`config.mk`:
```
export PLATFORM = sky130hd
export DESIGN_NAME = adc_stream_ctrl_flat
export DESIGN_NICKNAME = d
export VERILOG_FILES = /design/src/rtl/adc_stream_ctrl_if.sv /design/src/rtl/adc_stream_ctrl.sv /design/src/flat_wrapper.sv
export SDC_FILE = /design/constraint.sdc
export NUM_CORES = 1
export LEC_CHECK = 0
export CAP_MARGIN = 20
export CORE_ASPECT_RATIO = 0.5
export CORE_MARGIN = 2
export CORE_UTILIZATION = 52
export DETAILED_ROUTE_END_ITERATION = 7
export GPL_TIMING_DRIVEN = 1
export PLACE_DENSITY = 0.78
export SLEW_MARGIN = 20
export SYNTH_ARGS = -nofsm -noshare
export SYNTH_HDL_FRONTEND = slang
export SYNTH_SLANG_ARGS = --single-unit
```
`constraint.sdc`:
```
create_clock -name clk -period 2.5 [get_ports clk]
set_clock_uncertainty 0.2 [all_clocks]
set_input_delay 0.25 -clock clk [delete_from_list [all_inputs] [get_ports clk]]
set_output_delay 0.25 -clock clk [all_outputs]
set_load 0.01 [all_outputs]
```
`src/rtl/adc_stream_ctrl_if.sv`:
```
// FT245R receive-side and stream-writer handshake shared by the pins, the writer and the
// command sequencer; the sequencer uses the slave modport.
interface adc_stream_ctrl_if;
    logic       usb_rxf_;
    logic [7:0] usb_din;
    logic       usb_rd_;
    logic       stream_req;
    logic       stream_gnt;

    // master: FT245R pins plus the stream writer; slave: sequencer/arbiter
    modport master (
        output usb_rxf_,
        output usb_din,
        output stream_req,
        input  usb_rd_,
        input  stream_gnt
    );

    modport slave (
        input  usb_rxf_,
        input  usb_din,
        input  stream_req,
        output usb_rd_,
        output stream_gnt
    );
endinterface

```
`src/rtl/adc_stream_ctrl.sv`:
```
// CS5361 command sequencer and FT245R half-duplex bus arbiter.
// Optional ADC_OVFL_LATCH_EN adds the adc_ovfl_ input and a sticky overflow flag on status[6].
module adc_stream_ctrl #(
    parameter int unsigned RST_CYCLES    = 1024,
    parameter int unsigned SETTLE_CYCLES = 4096,
    parameter int unsigned RD_PULSE      = 3
) (
    input  logic              clk,
    input  logic              rst_,
    adc_stream_ctrl_if.slave  bus,
`ifdef ADC_OVFL_LATCH_EN
    input  logic              adc_ovfl_,
`endif
    output logic              adc_reset_,
    output logic [5:0]        adc_cfg,
    output logic              stream_en,
    output logic              cmd_err,
    output logic [7:0]        status
);

    localparam int unsigned CntMax = (RST_CYCLES > SETTLE_CYCLES) ? RST_CYCLES : SETTLE_CYCLES;
    localparam int unsigned CntW   = $clog2(CntMax) + 1;

    localparam logic [1:0] OpNop    = 2'b00;
    localparam logic [1:0] OpSetCfg = 2'b01;
    localparam logic [1:0] OpStart  = 2'b10;
    localparam logic [1:0] OpStop   = 2'b11;

    // Codes chosen so every transition touching GRANT or RD_LOW flips one bit, keeping the
    // decoded strobes glitch-free.
    typedef enum logic [2:0] {
        StIdle      = 3'd0,
        StGrant     = 3'd1,
        StRdLow     = 3'd2,
        StRdRec     = 3'd3,
        StDecode    = 3'd4,
        StAdcRst    = 3'd5,
        StAdcSettle = 3'd6
    } state_e;

    state_e          state_q, state_d;
    logic [CntW-1:0] cnt_q, cnt_d;
    logic [7:0]      cmd_byte_q, cmd_byte_d;
    logic [5:0]      adc_cfg_q, adc_cfg_d;
    logic            adc_reset_q, adc_reset_d;
    logic            stream_en_q, stream_en_d;
    logic            cmd_err_q, cmd_err_d;
    logic            ovfl_clr;
    logic            ovfl;
    logic            busy;

    always_ff @(posedge clk or negedge rst_) begin
        if (!rst_) begin
            state_q <= StIdle;
        end else begin
            state_q <= state_d;
        end
    end

    always_ff @(posedge clk or negedge rst_) begin
        if (!rst_) begin
            cnt_q       <= '0;
            cmd_byte_q  <= '0;
            adc_cfg_q   <= '0;
            adc_reset_q <= 1'b0;
            stream_en_q <= 1'b0;
            cmd_err_q   <= 1'b0;
        end else begin
            cnt_q       <= cnt_d;
            cmd_byte_q  <= cmd_byte_d;
            adc_cfg_q   <= adc_cfg_d;
            adc_reset_q <= adc_reset_d;
            stream_en_q <= stream_en_d;
            cmd_err_q   <= cmd_err_d;
        end
    end

    always_comb begin
        state_d     = state_q;
        cnt_d       = (cnt_q != '0) ? cnt_q - CntW'(1) : cnt_q;
        cmd_byte_d  = cmd_byte_q;
        adc_cfg_d   = adc_cfg_q;
        adc_reset_d = adc_reset_q;
        stream_en_d = stream_en_q;
        cmd_err_d   = cmd_err_q;
        ovfl_clr    = 1'b0;
        unique case (state_q)
            StIdle: begin
                // Command reads win over the writer so a STOP is never starved.
                if (!bus.usb_rxf_) begin
                    state_d = StRdLow;
                    cnt_d   = CntW'(RD_PULSE - 1);
                end else if (bus.stream_req) begin
                    state_d = StGrant;
                end
            end
            StGrant: begin
                if (!bus.stream_req) begin
                    state_d = StIdle;
                end
            end
            StRdLow: begin
                if (cnt_q == '0) begin
                    cmd_byte_d = bus.usb_din;
                    state_d    = StRdRec;
                    cnt_d      = CntW'(1);
                end
            end
            StRdRec: begin
                if (cnt_q == '0) begin
                    state_d = StDecode;
                end
            end
            StDecode: begin
                state_d = StIdle;
                unique case (cmd_byte_q[7:6])
                    OpNop: begin
                        cmd_err_d = 1'b0;
                    end
                    OpSetCfg: begin
                        if (stream_en_q) begin
                            cmd_err_d = 1'b1;
                        end else begin
                            adc_cfg_d = cmd_byte_q[5:0];
                        end
                    end
                    OpStart: begin
                        ovfl_clr = 1'b1;
                        if (!stream_en_q) begin
                            adc_reset_d = 1'b0;
                            state_d     = StAdcRst;
                            cnt_d       = CntW'(RST_CYCLES - 1);
                        end
                    end
                    OpStop: begin
                        ovfl_clr    = 1'b1;
                        stream_en_d = 1'b0;
                    end
                endcase
            end
            StAdcRst: begin
                if (cnt_q == '0) begin
                    adc_reset_d = 1'b1;
                    state_d     = StAdcSettle;
                    cnt_d       = CntW'(SETTLE_CYCLES - 1);
                end
            end
            StAdcSettle: begin
                if (cnt_q == '0) begin
                    stream_en_d = 1'b1;
                    state_d     = StIdle;
                end
            end
            default: begin
                state_d = StIdle;
            end
        endcase
    end

`ifdef ADC_OVFL_LATCH_EN
    logic [1:0] ovfl_sync_q;
    logic       ovfl_q;

    always_ff @(posedge clk or negedge rst_) begin
        if (!rst_) begin
            ovfl_sync_q <= 2'b11;
            ovfl_q      <= 1'b0;
        end else begin
            ovfl_sync_q <= {ovfl_sync_q[0], adc_ovfl_};
            if (ovfl_clr) begin
                ovfl_q <= 1'b0;
            end else if (!ovfl_sync_q[1] && stream_en_q) begin
                ovfl_q <= 1'b1;
            end
        end
    end

    assign ovfl = ovfl_q;
`else
    logic unused_ovfl_clr;
    assign unused_ovfl_clr = ovfl_clr;
    assign ovfl            = 1'b0;
`endif

    always_comb begin
        bus.usb_rd_    = (state_q != StRdLow);
        bus.stream_gnt = (state_q == StGrant);
        busy           = (state_q == StAdcRst) || (state_q == StAdcSettle);
        adc_reset_     = adc_reset_q;
        adc_cfg        = adc_cfg_q;
        stream_en      = stream_en_q;
        cmd_err        = cmd_err_q;
        status         = {stream_en_q, ovfl, cmd_err_q, busy, 1'b0, state_q};
    end

endmodule

```
`src/flat_wrapper.sv`:
```
// flat-port wrapper written by rule: the top's interface ports become plain ports
module adc_stream_ctrl_flat 
#(
    parameter int unsigned RST_CYCLES    = 1024,
    parameter int unsigned SETTLE_CYCLES = 4096,
    parameter int unsigned RD_PULSE      = 3
)
  (clk, rst_, adc_reset_, adc_cfg, stream_en, cmd_err, status, bus_usb_rxf_, bus_usb_din, bus_stream_req, bus_usb_rd_, bus_stream_gnt);
  adc_stream_ctrl_if bus_i ();
  input  logic clk;
  input  logic rst_;
  output logic adc_reset_;
  output logic [5:0] adc_cfg;
  output logic stream_en;
  output logic cmd_err;
  output logic [7:0] status;
  input wire logic [$bits(bus_i.usb_rxf_)-1:0] bus_usb_rxf_;
  input wire logic [$bits(bus_i.usb_din)-1:0] bus_usb_din;
  input wire logic [$bits(bus_i.stream_req)-1:0] bus_stream_req;
  output wire logic [$bits(bus_i.usb_rd_)-1:0] bus_usb_rd_;
  output wire logic [$bits(bus_i.stream_gnt)-1:0] bus_stream_gnt;
  assign bus_i.usb_rxf_ = bus_usb_rxf_;
  assign bus_i.usb_din = bus_usb_din;
  assign bus_i.stream_req = bus_stream_req;
  assign bus_usb_rd_ = bus_i.usb_rd_;
  assign bus_stream_gnt = bus_i.stream_gnt;
  adc_stream_ctrl #(.RST_CYCLES(RST_CYCLES), .SETTLE_CYCLES(SETTLE_CYCLES), .RD_PULSE(RD_PULSE)) u_core (.clk(clk), .rst_(rst_), .bus(bus_i), .adc_reset_(adc_reset_), .adc_cfg(adc_cfg), .stream_en(stream_en), .cmd_err(cmd_err), .status(status));
endmodule
```
Yosys cells after proc, flatten, opt, wreduce, memory -nomap -nowiden
Index checks and enable logic that the tools add are counted.

cells by class
  add/sub/neg operators = 1
  equal/unequal tests = 20
  mux-type cells = 25
  bitwise logic cells = 1
  reduce and logical (&&, ||, !) cells = 14

operators with widths
  cell                                                  count
  2-to-1 mux 13 bit                                     6
  case mux 13 bit (4 select lines)                      1
  2-to-1 mux 3 bit                                      9
  case mux 3 bit (7 select lines)                       1
  logical NOT 13 bit                                    1
  nonzero test 13 bit                                   1
  subtractor 13 x 1 -> 13 bit (second input constant)   1
  != test 2 x 1 -> 1 bit (second input constant)        6
  equality test 3 bit (second input constant)           3
  AND reduction 3 bit                                   3
  equality test 3 x 2 -> 1 bit (second input constant)  2
  != test 2 bit (second input constant)                 3
  case mux 1 bit (2 select lines)                       3
  AND reduction 6 bit                                   1
  nonzero test 2 bit                                    3
  2-to-1 mux 1 bit                                      5
  equality test 2 bit (second input constant)           2
  AND reduction 4 bit                                   1
  equality test 3 x 1 -> 1 bit (second input constant)  1
  logical NOT 3 bit                                     1
  != test 3 x 2 -> 1 bit (second input constant)        1
  != test 3 bit (second input constant)                 1
  equality test 2 x 1 -> 1 bit (second input constant)  1
  logical NOT 2 bit                                     1
  other kinds (3)                                       3

storage, ports and cells
  bits in registers = 33
  input port bits = 12
  output and inout bits = 19
  word-level logic and storage cells = 68

Logic depth before layout (Yosys ltp)
Gate-level depths: netlist of run 1.

  word-level depth = 5
  mapped depth = 10

Worst setup path after synthesis of run 1
No wires, ideal clock.

  path type = reg2reg
  start point = register u_core.cnt_q[0]
  end point = register u_core.cnt_q[0]
  library setup time = 0.138 ns
  data arrival time = 1.750 ns
  data required time = 2.162 ns
  setup slack = 0.412 ns
  cell stages (with the launch flop) = 10
  path buffers = 1
  cell sequence = dfrtp_1 -> inv_1 -> ha_1 -> nor3b_1 -> and4_4 -> buf_12 -> inv_6 -> ha_1 -> o21ai_0 -> o221ai_1

between the ends
  longest elaborated chain between the ends = 5
  elaborated cells on any way between the ends = 10

RTL lines
  item                                                                       line                    text
  start, declared                                                            adc_stream_ctrl.sv:42   logic [CntW-1:0] cnt_q, cnt_d;
  start signal, assigned                                                     adc_stream_ctrl.sv:69   cnt_q <= cnt_d;
  subtractor 13 x 1 -> 13 bit / nonzero test 13 bit (equally long branches)  adc_stream_ctrl.sv:80   cnt_d = (cnt_q != '0) ? cnt_q - CntW'(1) : cnt_q;
  2-to-1 mux 13 bit                                                          adc_stream_ctrl.sv:80
  2-to-1 mux 13 bit                                                          adc_stream_ctrl.sv:129  if (!stream_en_q) begin
  2-to-1 mux 13 bit                                                          adc_stream_ctrl.sv:116  unique case (cmd_byte_q[7:6])
  case mux 13 bit (4 select lines) *                                         adc_stream_ctrl.sv:87   unique case (state_q)
  net u_core.cnt_d[0]                                                        adc_stream_ctrl.sv:42

Mark *: on every way through the listed nets, which the timed path passes. The rest lies on a longest branch.
A chain may end at the register's enable or synchronous reset.

Worst setup path in the final report of run 1
  start point = register u_core.state_q[2]
  end point = output bus_usb_rd_

between the ends
  longest elaborated chain between the ends = 1

RTL lines
  item                    line                    text
  start, declared         adc_stream_ctrl.sv:41   state_e state_q, state_d;
  start signal, assigned  adc_stream_ctrl.sv:54   state_q <= StIdle;
  start signal, assigned  adc_stream_ctrl.sv:56   state_q <= state_d;
  != test 3 x 2 -> 1 bit  adc_stream_ctrl.sv:186  bus.usb_rd_ = (state_q != StRdLow);
  end, declared           flat_wrapper.sv:20      output wire logic [$bits(bus_i.usb_rd_)-1:0] bus_usb_rd_;

No other way between the ends.

==> results of run 1 <==
kinds of logic after synthesis:
family                   synth area share, %
AND/OR/NAND/NOR                        22.63
AO/OA/AOI/OAI                          11.07
flip-flops                             45.11
buffers and inverters                  7.519
multiplexers                           9.706
XOR/XNOR                               2.392
adder cells (fa/ha/maj)                1.367
other                                 0.2049
layer usage:
layer,global-route usage (%),vias to the layer above,share of wire [%]
li1,-,705,-
met1,24.97,685,43
met2,32.58,52,49
met3,6.703,7,7.1
met4,9.231,0,1.2
met5,0,-,0
cells in the mapped netlist (3+ instances only):
| library cell | n | area, sq um |
|---|---|---|
| nor3_1 | 12 | 60.06 |
| o21ai_0 | 15 | 75.07 |
| nand2_1 | 11 | 41.29 |
| buf_4 | 5 | 37.54 |
| nor2_1 | 13 | 48.80 |
| mux2_2 | 14 | 157.7 |
| nor4_1 | 3 | 18.77 |
| or3_1 | 3 | 18.77 |
| buf_6 | 3 | 33.78 |
| inv_1 | 8 | 30.03 |
| dfrtp_1 | 33 | 825.8 |
| nand4_1 | 3 | 18.77 |
| xor2_1 | 4 | 35.03 |
| a21oi_1 | 17 | 85.08 |
metrics by stage:
stage               power (mW)  hold slack [ps]  setup slack (ps)  utilization (%)  std cells
finish                   2.234            179.1             196.8            66.11        263
global route             2.398            202.7             76.51            66.11        263
floorplan                1.492           -245.6             411.9                -        181
global placement         1.681            281.0             224.5            62.54        255
detailed placement       1.706            290.0             119.1            62.54        255
CTS                      2.239            193.9             136.3            65.97        263
final timing paths:
| path | slack (ps) | cells after the start | to |
|---|---|---|---|
| worst max register to register | 220 | 7 | u_core.cnt_q[5] |
| max in group asynchronous | 1610 | 2 | u_core.cnt_q[9] |
| worst max-delay path | 200 | 3 | bus_usb_rd_ |
| worst min-delay path | 180 | 2 | u_core.cmd_byte_q[0] |
| min in group clk | 300 | 1 | u_core.cmd_byte_q[1] |
| worst min register to register | 300 | 1 | u_core.cmd_byte_q[1] |
worst max-delay path: stages (launching register included):
cell and delay [ps]:
dfrtp_1 520, nor2_1 320, nand2_1 200, clkdlybuf4s50_1 520
cell type report:
| cell class | instances | area (sq um) |
|---|---|---|
| clock buffer | 7 | 86.33 |
| fill | 247 | 1151 |
| tap | 51 | 63.81 |
| multi-input combinational | 128 | 875.8 |
| sequential | 33 | 825.8 |
| timing repair buffer | 34 | 325.3 |
| inverter | 9 | 38.79 |
| clock inverter | 1 | 30.03 |
power breakdown:
group / switching [mW] / total [mW] / internal (mW)
logic: 0.421 / 0.830 / 0.410
clock network: 0.195 / 0.520 / 0.325
registers: 0.184 / 0.884 / 0.700
flip-flops by register name, indices dropped and copies added, names as in the netlist:
name / count
u_core.adc_cfg: 6
u_core.adc_reset_: 1
u_core.cmd_byte_q: 8
u_core.cmd_err: 1
u_core.cnt_q: 13
u_core.state_q: 3
u_core.stream_en: 1
what timing repair did:
action / CTS / global route
endpoints found under the setup margin: 0 / 6
resized for setup: 0 / 1
hold endpoints to repair: 0 / 0
==> impl_results.rst, run 1 <==
.. list-table::
   :header-rows: 1

   * - Metric
     - Value
   * - Placement-stage cell area
     - 2125 sq um
   * - Clock tree from TritonCTS
     - built
   * - Global route total overflow
     - 0
   * - Commonest non-fill, non-tap cells in the layout
     - dfrtp_1 (33), clkdlybuf4s50_1 (28), a21oi_1 (17)
   * - Worst r2r src
     - u_core.cnt_q[0]
   * - Count of pins over their slew limit
     - 0
   * - Antenna diode count
     - 0
   * - Launch point of the critical path
     - u_core.state_q[2]
   * - Setup TNS
     - 0 ps
   * - Number of instances in the synthesized netlist
     - 180
   * - CP Data Required Time
     - between 2000 and 2500 ps
   * - Number of enable flip-flop cells after synthesis
     - 0
   * - Worst setup SP type
     - flip-flop
   * - Maximum ir drop on the vdd rail
     - 0.0006057 V
   * - Port Buf Inserts
     - 28
   * - Max transition margin
     - 58.60%
   * - Average via count per standard cell
     - 5.510
   * - Final routed wire length divided by cell count
     - 13.75 um
   * - Clock period minus worst slack
     - 2303 ps
   * - Detailed-routing iteration count for the pre-antenna-repair pass
     - 4
   * - Transition time at the pin with the least slew margin
     - 621.1 ps
   * - Ys Warns
     - 0
   * - Syn_area_per_cell
     - 10.17 sq um
   * - Crit path arrival time
     - 1850 ps
   * - Async SR Flop Fraction
     - 100.0%
   * - Number of buffers inserted by post-CTS setup repair
     - 0
   * - Path class of the lowest-slack min-delay path
     - in -> async
   * - Initial cell density of the core
     - a little over half
   * - X dimension of the die
     - 87.91 um
   * - Final Hold Viols
     - 0
   * - Total Routing Usage GR
     - about a fifth
   * - Critical Path End Type
     - output port
   * - Number of max-cap violations
     - 0
   * - Final weighted congestion in routability-driven placement
     - 0.8693
   * - Floorplan die height
     - 45.96 um
   * - Netlist Area Pre-Place
     - 1831 sq um
   * - Buffers from clock root to sink, at most
     - 2
   * - Drt first-iter violations
     - 76
   * - Number of buffers inserted during clock tree synthesis
     - 5
   * - Largest net degree at the start of global routing
     - 34
   * - Number of buffers inserted for hold repair after clock tree synthesis
     - 0
   * - Pleak
     - 0.9573 nW
   * - Most frequent standard cell in the layout excluding fill and tap cells
     - dfrtp_1
   * - DR DRC count
     - 0
   * - Std-Cell Rows
     - 15
   * - Number of nets in the layout
     - approximately 230
   * - RSZ-0062 raised after global routing
     - false
   * - Result of the run
     - finished, final reports clean
   * - Total detailed-routing wirelength
     - 3615 um
   * - First-pass GRT wire length
     - about 6000 um
   * - Commonest register cell after synthesis
     - dfrtp_1
   * - Number of I/O pins
     - 31
   * - Area Growth Syn to Fin
     - 22.69%
   * - Vias in the first global route
     - 1338
   * - Number of routed nets with antenna violations
     - 0
   * - Number of vias after detailed routing
     - 1449
   * - Power density over the cells
     - 994.7 nW/um^2
   * - Distinct cells, synth
     - 44
   * - Max FO, Critical Path
     - 12
   * - Core Region
     - 3397 sq um
   * - Setup violators final
     - 0
   * - Sequential element share of the synthesized area
     - 45.11%
   * - Clk sink count
     - 33
   * - Setup Crit Path Kind
     - reg -> out
   * - Initial antenna violation count
     - 0
   * - Maximum operating frequency
     - 434.2 MHz
   * - Seq cells post-synth
     - 33
   * - H-tree lvl count
     - 2
   * - Reg clk slew, reported paths
     - around 70 ps
   * - Fraction of final layout cells with drive strength greater than 1
     - between 10% and 20%
   * - Final Cycle Share
     - 92.13%
   * - Post-route cell area
     - roughly 2200 sq um
   * - Clk_lat worst skew
     - around 290 ps
   * - DIE AREA
     - a little over 4000 sq um
   * - Root buffer cell
     - clkbuf_8
   * - Placed wire-length estimate after detailed placement
     - 2558 um
Note: power is estimated with default switching activity, not from simulation.
==> inputs of run 2 (changes only) <==
--- a/config.mk
+++ b/config.mk
@@ -5,7 +5,6 @@
 export SDC_FILE = /design/constraint.sdc
 export NUM_CORES = 1
 export LEC_CHECK = 0
-export CAP_MARGIN = 20
 export CORE_ASPECT_RATIO = 0.5
 export CORE_MARGIN = 2
 export CORE_UTILIZATION = 52
==> results of run 2 <==
Final layout, timing and power as in run 1 (identical DEF).
